**src/rtl/reg_pkg.sv**
```systemverilog
// Shared definitions for the register-file countdown controller:
// FSM state encoding and default datapath widths.
package reg_pkg;

   localparam int DATA_W_DEF = 16;
   localparam int ADDR_W_DEF = 4;

   typedef enum logic [2:0] {
      S_IDLE,
      S_READ,
      S_CHECK,
      S_WRITE,
      S_DONE
   } state_t;

endpackage

```
**src/rtl/reg_count_ctrl_if.sv**
```systemverilog
// Register-file port bundle: two read ports (data returned on negedge) and
// one write port committed on posedge.
interface reg_count_ctrl_if #(
   parameter int DATA_W = reg_pkg::DATA_W_DEF,
   parameter int ADDR_W = reg_pkg::ADDR_W_DEF
);

   logic [ADDR_W-1:0] A1;
   logic [ADDR_W-1:0] A2;
   logic [ADDR_W-1:0] A3;
   logic [DATA_W-1:0] WD3;
   logic              regWrite;
   logic [DATA_W-1:0] RD1;
   logic [DATA_W-1:0] RD2;

   modport master (
      output A1, A2, A3, WD3, regWrite,
      input  RD1, RD2
   );

   modport slave (
      input  A1, A2, A3, WD3, regWrite,
      output RD1, RD2
   );

endinterface

```
**src/rtl/sat_sub.sv**
```systemverilog
// Unsigned subtract that clamps at zero instead of wrapping.
module sat_sub #(
   parameter int DATA_W = reg_pkg::DATA_W_DEF
) (
   input  logic [DATA_W-1:0] a,
   input  logic [DATA_W-1:0] b,
   output logic [DATA_W-1:0] y
);

   assign y = (a < b) ? '0 : a - b;

endmodule

```
**src/rtl/reg_count_ctrl.sv**
```systemverilog
// Countdown controller: repeatedly writes R[cnt] <= sat(R[cnt] - R[step])
// until R[cnt] reaches zero, flagging a zero step or an iteration cap as error.
module reg_count_ctrl
   import reg_pkg::*;
#(
   parameter int          DATA_W   = DATA_W_DEF,
   parameter int          ADDR_W   = ADDR_W_DEF,
   parameter int unsigned MAX_ITER = 32'hFFFF
) (
   input  logic              clk,
   input  logic              rst,
   input  logic              start,
   input  logic [ADDR_W-1:0] cnt_addr,
   input  logic [ADDR_W-1:0] step_addr,
   reg_count_ctrl_if.master  rf,
   output logic              busy,
   output logic              done,
   output logic              err,
   output logic [DATA_W-1:0] iter_count
);

   localparam logic [DATA_W-1:0] MAX_ITER_W = DATA_W'(MAX_ITER);

   state_t            state, state_d;
   logic [ADDR_W-1:0] cnt_a_q, cnt_a_d;
   logic [ADDR_W-1:0] step_a_q, step_a_d;
   logic [DATA_W-1:0] wd_q, wd_d;
   logic [DATA_W-1:0] iter_q, iter_d;
   logic              err_q, err_d;
   logic [DATA_W-1:0] diff;
   logic              in_loop;

   sat_sub #(.DATA_W(DATA_W)) u_sat_sub (
      .a (rf.RD1),
      .b (rf.RD2),
      .y (diff)
   );

   always_comb begin
      state_d  = state;
      cnt_a_d  = cnt_a_q;
      step_a_d = step_a_q;
      wd_d     = wd_q;
      iter_d   = iter_q;
      err_d    = err_q;
      case (state)
         S_IDLE: begin
            if (start) begin
               cnt_a_d  = cnt_addr;
               step_a_d = step_addr;
               err_d    = 1'b0;
               iter_d   = '0;
               state_d  = S_READ;
            end
         end
         S_READ:  state_d = S_CHECK;
         S_CHECK: begin
            // Termination has priority over the error conditions.
            if (rf.RD1 == '0) begin
               state_d = S_DONE;
            end else if (rf.RD2 == '0 || iter_q == MAX_ITER_W) begin
               err_d   = 1'b1;
               state_d = S_DONE;
            end else begin
               wd_d    = diff;
               state_d = S_WRITE;
            end
         end
         S_WRITE: begin
            iter_d  = iter_q + DATA_W'(1);
            state_d = S_READ;
         end
         S_DONE:  state_d = S_IDLE;
         default: state_d = S_IDLE;
      endcase
   end

   always_ff @(posedge clk or negedge rst) begin
      if (!rst) begin
         state    <= S_IDLE;
         cnt_a_q  <= '0;
         step_a_q <= '0;
         wd_q     <= '0;
         iter_q   <= '0;
         err_q    <= 1'b0;
      end else begin
         state    <= state_d;
         cnt_a_q  <= cnt_a_d;
         step_a_q <= step_a_d;
         wd_q     <= wd_d;
         iter_q   <= iter_d;
         err_q    <= err_d;
      end
   end

   // Bus outputs are gated by state so they read zero outside an active run.
   assign in_loop     = (state == S_READ) || (state == S_CHECK) || (state == S_WRITE);
   assign rf.A1       = in_loop ? cnt_a_q : '0;
   assign rf.A2       = in_loop ? step_a_q : '0;
   assign rf.A3       = (state == S_WRITE) ? cnt_a_q : '0;
   assign rf.WD3      = (state == S_WRITE) ? wd_q : '0;
   assign rf.regWrite = (state == S_WRITE);
   assign busy        = (state != S_IDLE);
   assign done        = (state == S_DONE);
   assign err         = err_q;
   assign iter_count  = iter_q;

endmodule

```
**src/flat_wrapper.sv**
```systemverilog
// flat-port wrapper written by rule: the top's interface ports become plain ports
module reg_count_ctrl_flat import reg_pkg::*;
#(
   parameter int          DATA_W   = DATA_W_DEF,
   parameter int          ADDR_W   = ADDR_W_DEF,
   parameter int unsigned MAX_ITER = 32'hFFFF
)
  (clk, rst, start, cnt_addr, step_addr, busy, done, err, iter_count, rf_A1, rf_A2, rf_A3, rf_WD3, rf_regWrite, rf_RD1, rf_RD2);
  reg_count_ctrl_if #(.DATA_W(DATA_W), .ADDR_W(ADDR_W)) rf_i ();
  input  logic clk;
  input  logic rst;
  input  logic start;
  input  logic [ADDR_W-1:0] cnt_addr;
  input  logic [ADDR_W-1:0] step_addr;
  output logic busy;
  output logic done;
  output logic err;
  output logic [DATA_W-1:0] iter_count;
  output wire logic [$bits(rf_i.A1)-1:0] rf_A1;
  output wire logic [$bits(rf_i.A2)-1:0] rf_A2;
  output wire logic [$bits(rf_i.A3)-1:0] rf_A3;
  output wire logic [$bits(rf_i.WD3)-1:0] rf_WD3;
  output wire logic [$bits(rf_i.regWrite)-1:0] rf_regWrite;
  input wire logic [$bits(rf_i.RD1)-1:0] rf_RD1;
  input wire logic [$bits(rf_i.RD2)-1:0] rf_RD2;
  assign rf_A1 = rf_i.A1;
  assign rf_A2 = rf_i.A2;
  assign rf_A3 = rf_i.A3;
  assign rf_WD3 = rf_i.WD3;
  assign rf_regWrite = rf_i.regWrite;
  assign rf_i.RD1 = rf_RD1;
  assign rf_i.RD2 = rf_RD2;
  reg_count_ctrl #(.DATA_W(DATA_W), .ADDR_W(ADDR_W), .MAX_ITER(MAX_ITER)) u_core (.clk(clk), .rst(rst), .start(start), .cnt_addr(cnt_addr), .step_addr(step_addr), .rf(rf_i), .busy(busy), .done(done), .err(err), .iter_count(iter_count));
endmodule
```
**config.mk**
```make
export PLATFORM = sky130hd
export DESIGN_NAME = reg_count_ctrl_flat
export DESIGN_NICKNAME = d
export VERILOG_FILES = /design/src/rtl/reg_pkg.sv /design/src/rtl/reg_count_ctrl_if.sv /design/src/rtl/sat_sub.sv /design/src/rtl/reg_count_ctrl.sv /design/src/flat_wrapper.sv
export SDC_FILE = /design/constraint.sdc
export NUM_CORES = 1
export LEC_CHECK = 0
export CORE_MARGIN = 10
export CORE_UTILIZATION = 40
export CTS_CLUSTER_DIAMETER = 150
export DETAILED_ROUTE_END_ITERATION = 10
export DONT_BUFFER_PORTS = 1
export HOLD_SLACK_MARGIN = 0.08
export SETUP_SLACK_MARGIN = 0.1
export SLEW_MARGIN = 20
export SYNTH_ARGS = -nofsm -noshare
export SYNTH_HDL_FRONTEND = slang
export SYNTH_SLANG_ARGS = --single-unit
```
**constraint.sdc**
```tcl
create_clock -name clk -period 2.2 [get_ports clk]
set_clock_uncertainty 0.05 [all_clocks]
set_input_delay 0.66 -clock clk [delete_from_list [all_inputs] [get_ports clk]]
set_output_delay 0.66 -clock clk [all_outputs]
set_load 0.1 [all_outputs]
```
==> flow_summary.yaml <==
cts:
  clockBufferDepth: 2
  clock_latency_ps: 290
  numCtsBuffers: 5
  cts.htree.levels: 2
  cts_sinks: 44
  root_buffer: "clkbuf_8"
  clk_pin_slew_ps: 80
  cts_tree: "done"
layout:
  drive_gt1_frac: 0.4167
  nets: 469
  fillers: 627
  finish.utilization: 0.5897
  design_area_um2: 4300
  area_delta_synth_final_pct: 42.79
  antenna_cells: 0
global_route:
  grt_overflow: 0
  grt_usage: 0.1429
  grt_start_max_net_pins: 45
  grt_pass1_vias: 2711
  grt_pass1_wl_mm: 13.40
  antenna_found_initial: 0
synth:
  synth_nets: 386
  yosys_most_used_dff: "dfrtp_1"
  ys_ff_latch: 44
  synth_top_cells_by_count: "44 x dfrtp_1, 31 x and2_1, 26 x inv_1"
  synthTopCellsByArea: "dfrtp_1 37%, ha_1 7.5%, and2_1 6.4%, a22o_1 3.5%, xnor2_1 3.5%"
  synthDominantCellAreaShare: 0.3656
  synth_edf_count: 0
  synth_cell_types: 55
  synthArstFlopShare: 1.000
  yosysSeqAreaShare: 0.3656
  syn_area_um2: 3012
  yosys_warnings: 0
  yosysTopAreaCell: "dfrtp_1"
  post-synth-top-count-cell: "dfrtp_1"
  avgSynthCellArea_um2: 9.295
  synthCells: 324
floorplan:
  die_area_um2: 11400
  io_pins: 91
  coreArea_um2: 7292
  start_util: 0.4130
  die_w_um: 106.8
  rows: 31
  die_h_um: 106.8
timing:
  post-route-period-util: 0.9952
  post-route-min-period_ps: 2190
  worst_slack_ps: 10.47
  max_freq_mhz: 456.7
  setup_viol: 0
  worst_pin_slew_ps: 384.1
  hold_slack_ps: 159.3
  grt_setup_unrepaired: "true"
  drv_slew: 0
  max_slew_margin: 0.7416
  hold_violations: 0
route:
  ant_nets: 0
  drc: 0
  dr.pass1.iters: 4
  dr_total_vias: 2644
  wl_mm: 8.169
  drtIter0Drc: 132
  wl_per_cell_um: 16.11
  viasPerCell: 5.215
placement:
  place_ws_ps: -443.6
  gp_congestion: 0.8166
  io_buffers: 0
  placed_area_um2: 3985
  place_hpwl_mm: 6.532
power:
  ir_drop_uv: 799.4
  power.density_nw_per_um2: 1251
  power_mw: 5.381
  p_leak_nw: 1.973
job:
  cap_violations: 0
critical_path:
  path_max_fanout: 18
  crit_type: "reg -> out"
  critPathCaptureType: "output pin"
  start_kind: "flop"
  required_ps: 1490
  cp.arrival_ps: 1480
run_status:
  outcome: "complete, no violations"
min_path:
  hold_path.class: "in -> async"
==> power by group <==
part	leakage, nW	total [mW]	internal, mW	switching (mW)
clock network	0.0541	0.607	0.336	0.271
registers	0.551	1.21	1.04	0.166
logic	1.37	3.56	1.27	2.29
==> metrics by stage <==
stage	cells	TNS, ps
4_1_cts	503	-101.3
6_report	507	0
2_1_floorplan	324	-3009
3_5_place_dp	487	-6244
3_3_place_gp	487	-5751
5_1_grt	507	-855.4
==> area by class of cell <==
class                           instances  area, µm²  area share
Multi-Input combinational cell        246       1964      0.4568
Sequential cell                        44       1125      0.2616
Timing Repair Buffer                   84      852.1      0.1981
Inverter                               26      123.9     0.02880
Tap cell                               99      123.9     0.02880
Clock buffer                            5      68.82     0.01600
Clock inverter                          3      42.54    0.009892
==> layout by cell type (no fill, tap or decap), types with 3 or more instances in the layout <==
cell type  count
a21o_1         5
a21oi_1       14
a22o_1        12
a32o_1         5
and2_1         3
and2_2        11
and2_4        17
and3_1         4
and4_1         7
buf_12        16
buf_4         66
clkbuf_8       5
dfrtp_1       25
dfrtp_2       19
ha_1          13
ha_4           5
inv_1         25
mux2_1         4
mux2_2         4
nand2_1       15
nand2b_1       5
nand3_1        8
nand4_1        8
nor2_1        23
nor4_1         8
o21ai_0       12
or3_1          4
xnor2_1       12
xor2_1         8
==> layer usage <==
| layer | track usage | share of wire | wire (µm) | up-vias |
|---|---|---|---|---|
| met2 | 0.2489 | 0.49 | 4012 | 85 |
| met3 | 0.06108 | 0.11 | 864 | 8 |
| met4 | 0.03772 | 0.010 | 84 | 0 |
| met5 | 0 | 0 | 0 | - |
| li1 | - | - | - | 1314 |
| met1 | 0.1556 | 0.39 | 3208 | 1237 |
==> critical path, cell delays in order (launching register included) <==
cell	delay (ps)
dfrtp_2	510
nor2_4	170
buf_12	160
and2_4	350
==> final timing paths <==
path                               startpoint               endpoint  slack, ps  cells past startpoint
max                           u_core.state[2]              rf_WD3[9]         10                      3
min                                       rst             u_core.err        160                      1
max reg2reg                   u_core.state[0]  u_core.iter_count[12]        230                      5
min reg2reg                u_core.step_a_q[0]     u_core.step_a_q[0]        430                      1
max in group asynchronous                 rst        u_core.state[1]       1730                      1
min in group clk           u_core.step_a_q[0]     u_core.step_a_q[0]        430                      1
==> cells by family after synthesis <==
group	synth area share
AOI/OAI and AO/OA	0.1720
xor gates and xnor gates	0.05816
muxes	0.03323
adders and majority gates	0.08143
buffers and inverters	0.04653
DFF	0.3656
and+or+nand+nor	0.2430
==> registers in the layout (all words and copies together), names as in the netlist <==
name	cells
u_core.cnt_a_q	4
u_core.err	1
u_core.iter_count	16
u_core.state	3
u_core.step_a_q	4
u_core.wd_q	16
==> timing repair <==
| action | CTS | global route |
|---|---|---|
| gates cloned | 1 | 0 |
| resized for setup | 13 | 5 |
| setup buffers | 6 | 4 |
| hold buffers | 1 | 0 |
| pin swaps | 21 | 10 |
| setup endpoints to repair | 45 | 48 |
| hold endpoints to repair | 44 | 0 |
No activity file was read; power rests on OpenSTA's default activity.
==> RTL change (same flow settings) <==
Register the inputs `start`, `cnt_addr` and `step_addr` before use, without a reset. The logic sees them one clock later. The other inputs are not delayed to match.
--- a/src/rtl/reg_count_ctrl.sv
+++ b/src/rtl/reg_count_ctrl.sv
@@ -21,4 +21,14 @@
 
    localparam logic [DATA_W-1:0] MAX_ITER_W = DATA_W'(MAX_ITER);
+
+   logic start_q;
+   logic [ADDR_W-1:0] cnt_addr_q;
+   logic [ADDR_W-1:0] step_addr_q;
+
+   always_ff @(posedge clk) begin
+      start_q     <= start;
+      cnt_addr_q  <= cnt_addr;
+      step_addr_q <= step_addr;
+   end
 
    state_t            state, state_d;
@@ -46,7 +56,7 @@
       case (state)
          S_IDLE: begin
-            if (start) begin
-               cnt_a_d  = cnt_addr;
-               step_a_d = step_addr;
+            if (start_q) begin
+               cnt_a_d  = cnt_addr_q;
+               step_a_d = step_addr_q;
                err_d    = 1'b0;
                iter_d   = '0;
Check against the original RTL: not equivalent (a bounded check fails within 4 cycles, from zero or initial values and one cycle with rst low).
==> RTL change against the unedited design <==
The run now ends with negative setup slack left; power is 9.5% higher; critical path depth up 1; worst setup slack worse by 0.013 ns; via count grew 14%; wire length up 21%; design area up 12%; sequential cell count is 9 higher; register-to-register slack worse by 0.19 ns; first-iteration DRC count grew 61%; clock power fell by 14%; area after synthesis increased by 9.7%; largest power group unchanged.
==> RTL change: results (changes against the unedited design) <==
\begin{tabular}{lr}
\hline
Metric & Value \\
\hline
\multicolumn{2}{l}{\textbf{Drt}} \\
\quad Met3 Routed Length & 547 um (-37\%) \\
\quad Met1 routed wirelength after detailed routing & 4230 um (+32\%) \\
\quad Per-cell routed wire length & 17.4 um (+8.0\%) \\
\quad Met2 wire length & 5000 um (+25\%) \\
\quad Number of DRC markers after the initial detailed-route iteration & 213 (+61\%) \\
\quad Number of vias per cell after detailed routing & 5.30 (+1.6\%) \\
\multicolumn{2}{l}{\textbf{Synthesis}} \\
\quad Post-synthesis cell type count & 61 (+11\%) \\
\quad Share of async-settable or async-resettable flops after synthesis & 83.0\% (-17 points) \\
\quad Compound-Gate Fraction of Synth Area & 17.8\% (+0.56 points) \\
\quad Synthesized-area fraction occupied by adder cells & 7.42\% (-0.72 points) \\
\quad Sequential cell area fraction in the yosys report & 38.8\% (+2.2 points) \\
\quad Parity-gate share of the synthesized area counting xor and xnor cells & 5.57\% (-0.25 points) \\
\quad Mapped Nets & 419 (+8.5\%) \\
\quad Synth top cells by count & sky130\_fd\_sc\_hd\_\_dfrtp\_1 (44), sky130\_fd\_sc\_hd\_\_nor2\_1 (38), sky130\_fd\_sc\_hd\_\_and2\_1 (30) \\
\quad Mux contribution to synthesized area & 3.03\% (-0.29 points) \\
\multicolumn{2}{l}{\textbf{Layout}} \\
\quad Number of filler instances in the final layout & 690 (+10\%) \\
\multicolumn{2}{l}{\textbf{Critical path}} \\
\quad Max Fanout on Critical Path & 17 (-1) \\
\quad Depth of the worst register-to-register path & 8 (+3) \\
\quad Critical path startpoint & u\_core.state[1]\$\_DFFE\_PN0P\_ \\
\quad Crit path capture & rf\_WD3[11] \\
\quad Critical register-to-register path endpoint & u\_core.iter\_count[5]\$\_DFFE\_PN0P\_ \\
\multicolumn{2}{l}{\textbf{Global route}} \\
\quad Global-route wire length before repair & 15600 um (+16\%) \\
\quad Vias in the first global route & 2996 (+11\%) \\
\quad GR Util met2 & 25.7\% (+0.86 points) \\
\quad Tot GR Track Use & 15.0\% (+0.73 points) \\
\quad Global routing met3 resource utilization & 3.52\% (-2.6 points) \\
\multicolumn{2}{l}{\textbf{Placed design}} \\
\quad Weighted congestion at the end of routability-driven global placement & 0.899 (+10\%) \\
\quad Half-perimeter wire length of the detailed placement result & 7740 um (+19\%) \\
\multicolumn{2}{l}{\textbf{Power and ir drop}} \\
\quad Worst vdd rail ir drop & 733 uV (-8.3\%) \\
\quad Pleak & 2.22 nW (+13\%) \\
\multicolumn{2}{l}{\textbf{Timing}} \\
\quad Post-route worst setup slack & -0.00216 ns (-0.0126 ns) \\
\quad Setup-failing EPs final & 1 (+1) \\
\quad Setup\_tns & -0.00216 ns (-0.00216 ns) \\
\quad Pin slew with the least headroom to its limit & 0.447 ns (+0.0629 ns) \\
\multicolumn{2}{l}{\textbf{Clock network}} \\
\quad Clock transition at path regs & 0.10 ns (+0.02 ns) \\
\multicolumn{2}{l}{\textbf{Run status}} \\
\quad Failing checks & negative setup slack \\
\quad Status & finished, violations left \\
\hline
\end{tabular}
-- RTL change: cell count changes after synthesis, sizes merged, moves of 5 or more --
cell,delta
a22o,-11
nor2,+11
nand2,+10
o21a,+5
o21ai,+9
dfxtp,+9
-- RTL change: cells by family after synthesis --
group	count (synthesis)
muxes	9
xor gates and xnor gates	21
and+or+nand+nor	143
buffers and inverters	36
adders and majority gates	19
DFF	53
AOI/OAI and AO/OA	76
-- RTL change: metrics by stage --
step / util (%) / setup slack (ns) / cell area [um2] / std cells / hold slack [ns]
after global routing: 59.2 / -0.0622 / 4810 / 569 / 0.141
final: 59.2 / -0.00216 / 4810 / 569 / 0.146
after floorplan: - / -0.271 / 3450 / 357 / 0.314
after CTS: 57.3 / -0.0142 / 4660 / 563 / 0.144
after global placement: 53.7 / -0.356 / 4370 / 543 / 0.317
after detailed placement: 53.7 / -0.417 / 4370 / 543 / 0.317
-- RTL change: where the power goes --
group | switching, mW | total (mW) | leakage [nW] | internal [mW]
combinational | 2.55 | 3.98 | 1.54 | 1.43
sequential | 0.162 | 1.39 | 0.635 | 1.23
clock | 0.298 | 0.519 | 0.0450 | 0.221
total | 3.01 | 5.89 | 2.22 | 2.88
-- RTL change: area by class of cell --
type | instances | area share [%]
multi-input combinational | 268 | 44.5
sequential | 53 | 27.0
timing repair buffer | 109 | 21.5
tap | 105 | 2.73
inverter | 26 | 2.57
clock buffer | 6 | 1.51
clock inverter | 2 | 0.208
-- RTL change: what timing repair did --
item / 4_1_cts / 5_1_grt
pin swaps: 31 / 11
gates cloned: 0 / 0
hold endpoints to repair: 44 / 0
hold buffers: 1 / 0
resized for setup: 31 / 24
buffers inserted: 11 / 6
setup endpoints to repair: 46 / 56
